===== src/rtl/inst_queue.sv =====
// inst_queue: circular instruction FIFO between fetch/decode and dispatch.
// Each entry holds the instruction word, its PC, the predictor's taken bit and the
// predicted target. A commit-side flush empties the queue in one edge.
// Optional feature: define INSTQ_BYPASS_EN to forward an enqueue straight to the
// Deq_* outputs while the queue is empty (zero-cycle latency).
module inst_queue #(
  parameter int unsigned DEPTH = 16
) (
  input  logic                    clk,
  input  logic                    rst,
  input  logic                    Enq_Valid,
  input  logic [31:0]             Enq_Inst,
  input  logic [31:0]             Enq_PC,
  input  logic                    Enq_Prediction,
  input  logic [31:0]             Enq_Target,
  output logic                    Enq_Ready,
  input  logic                    Deq_Ready,
  output logic                    Deq_Valid,
  output logic [31:0]             Deq_Inst,
  output logic [31:0]             Deq_PC,
  output logic                    Deq_Prediction,
  output logic [31:0]             Deq_Target,
  input  logic                    FLUSH_Flag,
  output logic                    FULL_FLAG,
  output logic                    EMPTY_FLAG,
  output logic [$clog2(DEPTH):0]  Count
);

  localparam int unsigned PtrW = $clog2(DEPTH);
  localparam int unsigned CntW = PtrW + 1;

  // Entry storage; deliberately not reset, the pointers define what is live.
  logic [31:0] mem_inst [DEPTH];
  logic [31:0] mem_pc   [DEPTH];
  logic        mem_pred [DEPTH];
  logic [31:0] mem_tgt  [DEPTH];

  logic [PtrW-1:0] head_q, head_d;
  logic [PtrW-1:0] tail_q, tail_d;
  logic [CntW-1:0] count_q, count_d;

  logic full, empty;
  logic bypass, bypass_fire;
  logic enq_fire, deq_fire;
  logic do_enq, do_deq;

  assign full       = (count_q == CntW'(DEPTH));
  assign empty      = (count_q == '0);
  assign FULL_FLAG  = full;
  assign EMPTY_FLAG = empty;
  assign Count      = count_q;
  // Enqueue never depends on a same-cycle dequeue freeing a slot.
  assign Enq_Ready  = !full;

`ifdef INSTQ_BYPASS_EN
  // rst gating keeps all Deq_* outputs quiet while reset is held.
  assign bypass = rst && empty && Enq_Valid && !FLUSH_Flag;
`else
  assign bypass = 1'b0;
`endif

  assign Deq_Valid   = !empty || bypass;
  assign enq_fire    = Enq_Valid && !full && !FLUSH_Flag;
  assign deq_fire    = Deq_Valid && Deq_Ready && !FLUSH_Flag;
  // A bypassed instruction consumed in the same cycle never touches storage.
  assign bypass_fire = bypass && Deq_Ready;
  assign do_enq      = enq_fire && !bypass_fire;
  assign do_deq      = deq_fire && !bypass_fire;

  // Head fields: bypassed input, stored head, or zeros when nothing is valid.
  always_comb begin
    Deq_Inst       = '0;
    Deq_PC         = '0;
    Deq_Prediction = 1'b0;
    Deq_Target     = '0;
    if (bypass) begin
      Deq_Inst       = Enq_Inst;
      Deq_PC         = Enq_PC;
      Deq_Prediction = Enq_Prediction;
      Deq_Target     = Enq_Target;
    end else if (!empty) begin
      Deq_Inst       = mem_inst[head_q];
      Deq_PC         = mem_pc[head_q];
      Deq_Prediction = mem_pred[head_q];
      Deq_Target     = mem_tgt[head_q];
    end
  end

  // Pointer and occupancy next state; flush overrides everything.
  always_comb begin
    head_d  = head_q;
    tail_d  = tail_q;
    count_d = count_q;
    if (FLUSH_Flag) begin
      head_d  = '0;
      tail_d  = '0;
      count_d = '0;
    end else begin
      if (do_enq) tail_d = tail_q + PtrW'(1);
      if (do_deq) head_d = head_q + PtrW'(1);
      unique case ({do_enq, do_deq})
        2'b10:   count_d = count_q + CntW'(1);
        2'b01:   count_d = count_q - CntW'(1);
        default: count_d = count_q;
      endcase
    end
  end

  // Pointer and occupancy registers.
  always_ff @(posedge clk or negedge rst) begin
    if (!rst) begin
      head_q  <= '0;
      tail_q  <= '0;
      count_q <= '0;
    end else begin
      head_q  <= head_d;
      tail_q  <= tail_d;
      count_q <= count_d;
    end
  end

  // Write the accepted instruction at the tail slot.
  always_ff @(posedge clk) begin
    if (do_enq) begin
      mem_inst[tail_q] <= Enq_Inst;
      mem_pc[tail_q]   <= Enq_PC;
      mem_pred[tail_q] <= Enq_Prediction;
      mem_tgt[tail_q]  <= Enq_Target;
    end
  end

endmodule


===== config.mk =====
export PLATFORM = sky130hd
export DESIGN_NAME = inst_queue
export DESIGN_NICKNAME = d
export VERILOG_FILES = /design/src/rtl/inst_queue.sv
export SDC_FILE = /design/constraint.sdc
export NUM_CORES = 1
export LEC_CHECK = 0
export BUFFER_PORTS_ARGS = -buffer_cell sky130_fd_sc_hd__buf_2
export CAP_MARGIN = 20
export CORE_MARGIN = 2
export CORE_UTILIZATION = 50
export DETAILED_ROUTE_END_ITERATION = 8
export PLACE_DENSITY = 0.77
export SYNTH_ARGS = -nofsm -noshare
export SYNTH_HDL_FRONTEND = slang
export SYNTH_SLANG_ARGS = --single-unit

===== constraint.sdc =====
create_clock -name clk -period 8.9 [get_ports clk]
set_input_delay 0.445 -clock clk [delete_from_list [all_inputs] [get_ports clk]]
set_output_delay 0.445 -clock clk [all_outputs]
set_load 0.1 [all_outputs]

==> results.json <==
{
  "final.min_clock_period_ps": 5030,
  "synthesis.area_um2": 59500,
  "final_core_util": 0.570,
  "period_share": 0.565,
  "netlist_instances": 2479,
  "ys.flop_type": "edfxtp_1",
  "rows": 126,
  "floorplan.die.height_um": 349,
  "tns_ps": 0,
  "clock_latency_ps": 770,
  "async_flop_share": 0.00831,
  "syn2layout_area_growth_pct": 13.1,
  "coreArea_um2": 118000,
  "cp-start-kind": "flip-flop",
  "hpwl_mm": 64.5,
  "synth_edf_count": 1552,
  "wl_per_cell_um": 30.1,
  "report.power.total_mw": 20.7,
  "grt_max_degree": 181,
  "gp_congestion": 0.740,
  "placed_area_um2": 62400,
  "path_class": "reg2out",
  "crit_buf_inv": 3,
  "tightest_slew_ps": 1110,
  "crit_path_frequent_cell": "buf_4",
  "vias": 27400,
  "cp.depth": 7,
  "io_pins": 208,
  "status": "finished clean",
  "path_max_fanout": 47,
  "die_x_um": 349,
  "fillers": 8149,
  "skew_ps": 28.4,
  "yosys-top-cells-count": "edfxtp_1 (1552), mux4_2 (388), mux2i_1 (197)",
  "drt_first_pass_iters": 5,
  "synth_area_per_cell_um2": 24.0,
  "ys_warn_count": 0,
  "clock.fmax_mhz": 199,
  "numCtsBuffers": 154,
  "slew-limit-headroom": 0.260,
  "setup_viol": 0,
  "post_cts_buffers": 0,
  "arrival_ps": 4580,
  "leakage_nw": 20.4,
  "timing.hold.ws_ps": 51.9,
  "ys_seq_area_frac": 0.789,
  "routed_wl_mm": 133,
  "syn_nets": 2588,
  "cts_tree": "yes",
  "grt_overflow_total": 0,
  "end_kind": "primary output",
  "peakVddDrop_v": 0.000553,
  "cts_sinks": 1565,
  "clockBufferDepth": 3,
  "ctsResizeCount": 0,
  "cpPeakStageDelay_ps": 730,
  "synth_largest_area_cell": "edfxtp_1",
  "antenna_found_initial": 30,
  "root_buffer": "clkbuf_16",
  "power.density_nw_per_um2": 308,
  "ys_types": 36,
  "final_nets": 2861,
  "viasPerCell": 6.20,
  "dieArea_um2": 122000,
  "critPathTopFamily": "buffers and inverters",
  "hold_viol_final": 0,
  "postSynthRegisterBits": 1565,
  "clk_pin_slew_ps": 60,
  "synth_top_area_frac": 0.784,
  "drive_gt1_frac": 0.305,
  "ys_top_cells_by_area": "edfxtp_1 (78%), mux4_2 (15%), mux2i_1 (3.3%)",
  "dp_cells": 4126,
  "htreeDepth": 4,
  "port_buffers": 207,
  "design_area_um2": 67300,
  "rsz0062_at_grt": "false",
  "dpl_worst_slack_ps": 4670,
  "grt_pass1_vias": 28800,
  "drcViolationCount": 0,
  "min_path_cells": 1,
  "drv_slew": 0,
  "grt_use_total": 0.222,
  "cp_slowest_cell": "buf_4",
  "first_iter_violations": 3250,
  "r2r_cells": 7,
  "grt_pass1_wl_mm": 195,
  "worstPathRequired_ps": 8460,
  "antenna_left": 0,
  "fin_ws_ps": 3870,
  "start_util": 0.504,
  "maxCapViolations": 0,
  "hp-class": "in2reg",
  "yosys.cell_count.top_type": "edfxtp_1",
  "stdcell_count": 4411,
  "path_cells": "nor4_2 -> nand2b_1 -> nand2b_4 -> buf_4 -> buf_4 -> o22ai_1 -> buf_2"
}
[logic make-up (layout without fill, tap and decap cells)]
family                     Yosys count  in the layout  synth area share
other                                0              5                 0
and+or+nand+nor                     58             58           0.00480
buffers and inverters              143            534            0.0106
adders and majority gates            7              7           0.00147
DFF                               1565           1565             0.789
xor gates and xnor gates             9              9           0.00133
AOI/OAI and AO/OA                  112            112            0.0125
muxes                              585            585             0.180
[cell usage in the layout (no fill, tap or decap), drive strengths merged, types with 2 or more instances in the layout]
master	n
mux2i	197
dlygate4sd3	5
nand2	11
or3	3
mux4	388
o2111a	2
nor3	4
bufinv	6
nand2b	4
buf	250
a21oi	5
clkinv	64
xor2	8
edfxtp	1552
nand3	5
ha	7
inv	13
dfrtp	13
clkinvlp	6
diode	5
nor2	25
o21ai	2
clkbuf	190
o22ai	97
[state kept, by name, summed over array words and instances, names as in the netlist]
name / cells
mem_pc: 512
head_q: 4
mem_tgt: 512
mem_pred: 16
tail_q: 4
mem_inst: 512
Count: 5
[report_power, final]
part           internal (mW)  total, mW  switching, mW
Clock                   3.44       6.14           2.70
Sequential              8.20       8.31          0.102
Combinational           1.63       6.25           4.62
Total                   13.3       20.7           7.42
[worst reg2reg max path, cell delays in order (launching register included)]
cell,delay [ps]
dfrtp_1,550
nor4_2,130
a21boi_2,400
nor2b_1,310
nand2_1,290
nor2_4,390
buf_4,740
buf_4,860
[final timing paths]
path                           start              to  slack (ps)
max in group asynchronous        rst       head_q[2]        8520
min reg2reg                head_q[3]       head_q[3]         620
min in group asynchronous        rst       head_q[1]         110
max                         Count[1]       Deq_PC[0]        3870
max reg2reg                 Count[1]  mem_inst[4][5]        4810
min                        Enq_PC[2]    mem_pc[9][2]          50
[area by class of cell]
type / count / area (µm²) / area share
flip-flops and latches: 1565 / 46900 / 0.698
repair buffers: 255 / 1570 / 0.0233
clock inverters: 84 / 686 / 0.0102
well taps: 1536 / 1920 / 0.0286
diodes: 5 / 12.5 / 0.000186
inverters: 5 / 18.8 / 0.000279
clock buffers: 190 / 4070 / 0.0606
multi-input cells: 771 / 12000 / 0.179
[repair_timing]
action                     CTS  global route
hold buffers                 5             0
hold endpoints to repair    25             0
setup endpoints to repair    0             0
[per-layer routing]
layer | vias to the layer above | share of wire | global-route usage
met1 | 14600 | 0.38 | 0.292
li1 | 11200 | - | -
met4 | 30 | 0.027 | 0.0693
met5 | - | 0.0013 | 0
met3 | 254 | 0.079 | 0.0460
met2 | 1243 | 0.51 | 0.374
No activity file was read; power rests on OpenSTA's default activity.
